$ cat config.mk
export PLATFORM = sky130hd
export DESIGN_NAME = mo_mul_arb
export DESIGN_NICKNAME = d
export VERILOG_FILES = /design/src/rtl/ntt_pkg.sv /design/src/rtl/mo_mul.sv /design/src/rtl/mo_mul_arb.sv
export SDC_FILE = /design/constraint.sdc
export NUM_CORES = 1
export LEC_CHECK = 0
export ABC_AREA = 1
export CORE_MARGIN = 3
export CORE_UTILIZATION = 49
export DETAILED_ROUTE_END_ITERATION = 12
export PLACE_DENSITY = 0.67
export SYNTH_ARGS = -nofsm -noshare
export SYNTH_HDL_FRONTEND = slang
export SYNTH_SLANG_ARGS = --single-unit
export TNS_END_PERCENT = 20
$ cat constraint.sdc
create_clock -name clk -period 7.1 [get_ports clk]
set_input_delay 1.42 -clock clk [delete_from_list [all_inputs] [get_ports clk]]
set_output_delay 1.42 -clock clk [all_outputs]
set_load 0.05 [all_outputs]
$ cat src/rtl/ntt_pkg.sv
// Shared constants and types for the modular-multiplier arbiter slice.
//   DATA_WIDTH : operand / result width
//   Q          : modulus (NTT-friendly prime, 12289 = 3*2^12 + 1)
//   Q_M        : -Q^-1 mod 2^DATA_WIDTH (Montgomery constant)
//   Q_K        : bit length of Q
//   tag_t      : {valid, requester index} carried alongside the multiplier pipeline
//   arb_state_e: issue/drain FSM states
package ntt_pkg;

  localparam int unsigned DATA_WIDTH = 16;
  localparam logic [DATA_WIDTH-1:0] Q = 16'd12289;
  localparam logic [DATA_WIDTH-1:0] Q_M = 16'd12287;
  localparam int unsigned Q_K = 14;

  // Wide enough for up to 8 requesters.
  localparam int unsigned IDX_W = 3;

  typedef struct packed {
    logic             valid;
    logic [IDX_W-1:0] idx;
  } tag_t;

  typedef enum logic [1:0] {
    StRun,
    StDrain,
    StDrained
  } arb_state_e;

endpackage

$ cat src/rtl/mo_mul.sv
// Fully pipelined radix-2 Montgomery multiplier: p = a * b * 2^-WIDTH mod Q.
// Latency WIDTH+2 cycles (input register, WIDTH reduction stages, final subtract),
// one new operand pair accepted every cycle.
//   clk : clock
//   a_i : operand a, must lie in 0..Q
//   b_i : operand b, any WIDTH-bit value
//   p_o : result, fully reduced into 0..Q-1
module mo_mul
  import ntt_pkg::*;
#(
  parameter int unsigned WIDTH = DATA_WIDTH
) (
  input  logic             clk,
  input  logic [WIDTH-1:0] a_i,
  input  logic [WIDTH-1:0] b_i,
  output logic [WIDTH-1:0] p_o
);

  // Running value stays below b + Q; the pre-halving sum needs one more bit.
  localparam int unsigned TW = WIDTH + 2;
  localparam logic [TW-1:0] QT = TW'(Q);

  logic [WIDTH-1:0] a_q [WIDTH];
  logic [WIDTH-1:0] a_d [WIDTH];
  logic [WIDTH-1:0] b_q [WIDTH];
  logic [WIDTH-1:0] b_d [WIDTH];
  logic [TW-1:0]    t_q [1:WIDTH];
  logic [TW-1:0]    t_d [1:WIDTH];
  logic [WIDTH-1:0] p_q, p_d;

  // One bit of a: add b if set, add Q if odd so the halving is exact.
  function automatic logic [TW-1:0] mont_step(logic [TW-1:0] t, logic a_bit,
                                              logic [WIDTH-1:0] b);
    logic [TW-1:0] s;
    s = t + (a_bit ? TW'(b) : '0);
    if (s[0]) s = s + QT;
    return s >> 1;
  endfunction

  always_comb begin
    a_d[0] = a_i;
    b_d[0] = b_i;
    for (int s = 1; s < WIDTH; s++) begin
      a_d[s] = a_q[s-1] >> 1;
      b_d[s] = b_q[s-1];
    end
    t_d[1] = mont_step('0, a_q[0][0], b_q[0]);
    for (int s = 2; s <= WIDTH; s++) begin
      t_d[s] = mont_step(t_q[s-1], a_q[s-1][0], b_q[s-1]);
    end
    // With a <= Q the Montgomery result is below 2Q, so one subtract suffices.
    p_d = WIDTH'((t_q[WIDTH] >= QT) ? t_q[WIDTH] - QT : t_q[WIDTH]);
  end

  // Pure datapath: validity is tracked by the caller, so no reset is needed.
  always_ff @(posedge clk) begin
    a_q <= a_d;
    b_q <= b_d;
    t_q <= t_d;
    p_q <= p_d;
  end

  assign p_o = p_q;

endmodule

$ cat src/rtl/mo_mul_arb.sv
// Arbiter sharing one pipelined Montgomery multiplier among NUM_REQ requesters.
// A tag pipeline of depth MUL_LAT routes each result back to its issuer; a
// drain request stops issue and reports when the pipeline is empty.
// Build option: define MO_MUL_ARB_RR_EN for round-robin arbitration; otherwise
// fixed priority (lowest index wins).
//   clk, rst   : clock, synchronous active-high reset
//   req_valid  : per-requester operand valid
//   req_ready  : per-requester grant (at most one bit), combinational
//   req_a/b    : per-requester operands
//   rsp_valid  : one-hot result strobe to the issuing requester
//   rsp_data   : shared result bus
//   drain      : level request to stop issuing and empty the pipeline
//   drained    : high while in the drained state
//   inflight   : issued-but-not-returned operation count
module mo_mul_arb
  import ntt_pkg::*;
#(
  parameter int unsigned NUM_REQ = 4,
  parameter int unsigned MUL_LAT = DATA_WIDTH + 2,
  localparam int unsigned CNT_W = $clog2(MUL_LAT + 1)
) (
  input  logic                                clk,
  input  logic                                rst,
  input  logic [NUM_REQ-1:0]                  req_valid,
  output logic [NUM_REQ-1:0]                  req_ready,
  input  logic [NUM_REQ-1:0][DATA_WIDTH-1:0]  req_a,
  input  logic [NUM_REQ-1:0][DATA_WIDTH-1:0]  req_b,
  output logic [NUM_REQ-1:0]                  rsp_valid,
  output logic [DATA_WIDTH-1:0]               rsp_data,
  input  logic                                drain,
  output logic                                drained,
  output logic [CNT_W-1:0]                    inflight
);

  arb_state_e       state_q, state_d;
  tag_t             tag_q [MUL_LAT];
  tag_t             tag_d [MUL_LAT];
  logic [CNT_W-1:0] inflight_q, inflight_d;

  logic [IDX_W-1:0]      start;
  logic [NUM_REQ-1:0]    rot;
  logic [IDX_W:0]        sum;
  logic                  gnt_found;
  logic [IDX_W-1:0]      gnt_idx;
  logic                  issue;
  tag_t                  rsp_tag;
  logic [DATA_WIDTH-1:0] mul_a, mul_b;

`ifdef MO_MUL_ARB_RR_EN
  logic [IDX_W-1:0] ptr_q, ptr_d;
  assign start = ptr_q;
`else
  assign start = '0;
`endif

  // Rotate requests so the search always starts at bit 0, then map back.
  always_comb begin
    rot       = NUM_REQ'({req_valid, req_valid} >> start);
    gnt_found = 1'b0;
    gnt_idx   = '0;
    sum       = '0;
    for (int k = 0; k < NUM_REQ; k++) begin
      if (!gnt_found && rot[k]) begin
        gnt_found = 1'b1;
        sum       = {1'b0, start} + (IDX_W+1)'(k);
        gnt_idx   = (sum >= (IDX_W+1)'(NUM_REQ)) ? IDX_W'(sum - (IDX_W+1)'(NUM_REQ))
                                                 : IDX_W'(sum);
      end
    end
  end

  assign issue   = (state_q == StRun) && gnt_found;
  assign rsp_tag = tag_q[MUL_LAT-1];

  always_comb begin
    req_ready = '0;
    rsp_valid = '0;
    mul_a     = '0;
    mul_b     = '0;
    for (int i = 0; i < NUM_REQ; i++) begin
      req_ready[i] = issue && (gnt_idx == IDX_W'(i));
      rsp_valid[i] = rsp_tag.valid && (rsp_tag.idx == IDX_W'(i));
      if (gnt_idx == IDX_W'(i)) begin
        mul_a = req_a[i];
        mul_b = req_b[i];
      end
    end
  end

  always_comb begin
    tag_d[0] = '{valid: issue, idx: gnt_idx};
    for (int k = 1; k < MUL_LAT; k++) begin
      tag_d[k] = tag_q[k-1];
    end

    inflight_d = inflight_q;
    if (issue && !rsp_tag.valid) begin
      inflight_d = inflight_q + CNT_W'(1);
    end else if (!issue && rsp_tag.valid) begin
      inflight_d = inflight_q - CNT_W'(1);
    end

    state_d = state_q;
    unique case (state_q)
      StRun:     if (drain) state_d = StDrain;
      // Enter DRAINED in the same cycle the count reaches zero.
      StDrain:   if (!drain) state_d = StRun;
                 else if (inflight_d == '0) state_d = StDrained;
      StDrained: if (!drain) state_d = StRun;
      default:   state_d = StRun;
    endcase
  end

`ifdef MO_MUL_ARB_RR_EN
  always_comb begin
    ptr_d = ptr_q;
    if (issue) begin
      ptr_d = (gnt_idx == IDX_W'(NUM_REQ - 1)) ? '0 : gnt_idx + IDX_W'(1);
    end
  end

  always_ff @(posedge clk) begin
    if (rst) ptr_q <= '0;
    else     ptr_q <= ptr_d;
  end
`endif

  always_ff @(posedge clk) begin
    if (rst) begin
      state_q    <= StRun;
      inflight_q <= '0;
      for (int k = 0; k < MUL_LAT; k++) tag_q[k] <= '0;
    end else begin
      state_q    <= state_d;
      inflight_q <= inflight_d;
      tag_q      <= tag_d;
    end
  end

  assign drained  = (state_q == StDrained);
  assign inflight = inflight_q;

  mo_mul #(
    .WIDTH(DATA_WIDTH)
  ) u_mul (
    .clk(clk),
    .a_i(mul_a),
    .b_i(mul_b),
    .p_o(rsp_data)
  );

endmodule

==> out/qor.yml <==
place:
  placement.cell_area_mm2: 0.0411
  hpwl_um: 72600
  port-buffer-count: 164
  gp_congestion: 0.890
clocking:
  cts_made_buffers: 78
  cts_sinks: 740
  cts_hold_buf: 0
  clkTransAtPathRegs_ns: 0.06
  cts_root_buffer: "clkbuf_16"
  insertion_delay_ns: 0.64
  htree_levels: 3
  ctsResizeCount: 0
  clock_path_buffers: 3
  cts_setup_buffers: 0
  cts_tree: "yes"
layout:
  fill_cells: 7554
  fin_nets: 6022
  n_antenna_cell: 0
  stdcell_area_mm2: 0.0439
  synthToLayoutAreaGrowth_pct: 14.4
  post_route_cells_drive_above_1_share_pct: 3.75
route:
  wl_um: 90400
  drc_errors: 0
  via_per_inst: 4.86
  vias: 32600
  wl_per_cell_um: 13.5
  drt_iter0_markers: 1653
  ant_nets: 0
  firstDrtPassIters: 8
global_route:
  grt_pass1_wl_um: 149000
  antenna_found_initial: 0
  grt_usage_pct: 21.9
  grt_pass1_vias: 30800
  grt_max_degree: 61
  grt_overflow: 0
worst_setup_path:
  cp-startpoint: "req_valid[1]"
  critPathBufInv: 5
  cpMaxStageDelayCell: "clkdlybuf4s50_1"
  crit_chain: "clkdlybuf4s50_1 -> inv_1 -> nor2_2 -> buf_4 -> inv_1 -> nor2_1 -> clkdlybuf4s50_1"
  worstPathMaxFanout: 33
  r2r_start: "u_mul.a_q[160]"
  reg2regPathDepth: 15
  crit_path_start_kind: "input port"
  cp.arrival_ns: 3.45
  endpoint_kind: "primary output"
  cp_num_cells: 7
  crit_end: "req_ready[1]"
  r2r_slack_ns: 3.67
  crit_required_ns: 5.68
  worstSetupPathType: "in2out"
  rr_endpoint: "u_mul.t_q[194]"
  crit_family: "buffers and inverters"
  cp_slowest_stage_delay_ns: 0.82
yosys:
  async_flop_share_pct: 0
  synth-main-ff-cell: "dfxtp_1"
  synth.area.top_cells: "dfxtp_1 (39%), nand2_1 (15%), inv_1 (9.2%)"
  syn_inst: 5433
  synth_largest_area_cell: "dfxtp_1"
  synth_top_area_share_pct: 38.6
  synth-seq-area-share_pct: 38.6
  ys_warn_count: 0
  netlist_area_mm2: 0.0384
  ys_ff_latch: 740
  postSynthNetCount: 5843
  syn_area_per_cell_um2: 7.07
  synth_edf_count: 0
  yosysUniqueCellTypes: 48
outcome:
  status: "finished clean"
sta:
  setup_viol: 0
  maxSlewHeadroom_pct: 26.0
  rsz0062_at_grt: "false"
  hold_violations: 0
  tightest_slew_ns: 1.11
  holdWs_ns: 0.313
  final.setup_skew_ns: 0.0380
  min_period_over_period_pct: 68.5
  finalSetupTns_ns: 0
  period_minus_slack_ns: 4.87
  fmaxAchievable_mhz: 206
  final_max_slew_viol_count: 0
floorplanning:
  die_area_mm2: 0.0818
  chipWidth_um: 286
  initial_core_util_pct: 49.5
  num_io_pins: 165
  rows: 102
  die_y_um: 286
  fp.coreArea_mm2: 0.0776
run:
  drv_cap: 0
pwr:
  power_density_mw_per_mm2: 463
  vdd_drop_max_mv: 0.223
  leakage_uw: 0.0236
worst_hold_path:
  worstHoldPathType: "reg2reg"
[metrics by stage]
step                      cells  util (%)  worst slack [ns]  power (µW)
final                      6713      56.6              2.23       20300
after global routing       6713      56.6              2.14       22200
after CTS                  6713      56.6              2.22       20500
after detailed placement   6572      53.0              2.22       15900
after global placement     6572      53.0              2.18       15800
after floorplan            5433         -              2.91       13600
[flip-flops by register name, summed over array words and instances, names as in the netlist, 5 cells and up]
signal     flops
u_mul.b_d    240
u_mul.b_q     16
inflight       5
tag_d         51
u_mul.t_q    271
u_mul.a_q     16
u_mul.p_o     16
u_mul.a_d    120
[cell usage after synthesis (4+ instances only)]
master    count
nand2_1    1583
inv_1       939
dfxtp_1     740
nor2_1      466
nand3_1     393
ha_1        260
a21oi_1     211
xor2_1      182
o21ai_0     112
nand4_1      84
xnor2_1      66
clkbuf_1     59
nor3_1       55
nand3b_1     42
a31oi_1      35
o22ai_1      33
o21a_1       22
nor2_2       17
fa_1         15
o21bai_1     14
xor2_2       13
o31ai_1      11
nand3_2       9
and2_1        7
nand2_2       7
a21o_1        6
buf_4         6
nor3_2        6
or2_2         4
[logic make-up (layout without fill, tap and decap cells)]
group / count (synthesis) / count (layout) / share of synthesized area, %
buf+inv: 1011 / 1251 / 9.95
flops: 740 / 740 / 38.6
mux: 2 / 2 / 0.0521
simple gates: 2689 / 2689 / 29.4
compound gates: 455 / 455 / 6.58
xor+xnor: 261 / 261 / 6.21
fa+ha+maj: 275 / 275 / 9.25
[power breakdown]
group / leakage, µW / switching (µW) / total, µW / internal, µW
sequential: 0.00621 / 531 / 5820 / 5290
clock: 0.00139 / 1800 / 4430 / 2640
combinational: 0.0160 / 6600 / 10100 / 3490
total: 0.0236 / 8920 / 20300 / 11400
[layout by cell type, fill, tap and decap left out, types with 5 or more instances in the layout]
cell type,n
nand3_2,9
nand2_2,7
a21o_1,6
a31oi_1,35
inv_1,939
clkbuf_1,7
o21a_1,22
o21bai_1,14
clkbuf_16,78
clkbuf_8,8
nand3b_1,42
dfxtp_1,740
nand2_1,1583
o21ai_0,112
nor3_2,6
nor2_2,18
and2_1,7
clkinv_2,12
nand4_1,84
ha_1,260
nor3_1,55
nor2_1,465
inv_6,5
xor2_2,13
xnor2_1,66
o22ai_1,33
fa_1,15
nand3_1,393
bufinv_16,13
xor2_1,182
o31ai_1,11
a21oi_1,211
clkdlybuf4s50_1,163
[how the worst min path moves through the flow]
stage                               from             end  slack (ns)  depth (start not counted)
after floorplan            u_mul.a_d[17]    u_mul.a_d[0]        0.31                          0
after global placement    u_mul.a_d[114]   u_mul.a_d[97]        0.31                          0
after detailed placement  u_mul.a_d[164]  u_mul.a_d[147]        0.31                          0
after CTS                  u_mul.a_d[33]   u_mul.a_d[16]        0.31                          0
after global routing      u_mul.a_d[216]  u_mul.a_d[199]        0.33                          0
final                      u_mul.a_d[33]   u_mul.a_d[16]        0.31                          0
[per-layer routing]
| metal | GRT usage [%] | wire (µm) | vias up |
|---|---|---|---|
| met4 | 6.08 | 2350 | 0 |
| met5 | 0 | 0 | - |
| li1 | - | - | 17300 |
| met2 | 39.7 | 43900 | 561 |
| met3 | 2.77 | 3090 | 141 |
| met1 | 27.2 | 41000 | 14600 |
[final cells by class]
class / count / area [µm²] / share of cell area, %
tap: 1040 / 1300 / 2.96
inverter: 942 / 3540 / 8.05
sequential: 740 / 14800 / 33.7
multi-input combinational: 3682 / 19800 / 45.0
clock buffer: 93 / 2090 / 4.75
clock inverter: 48 / 763 / 1.74
timing repair buffer: 168 / 1670 / 3.79
Power figures use the tool's default switching activity.
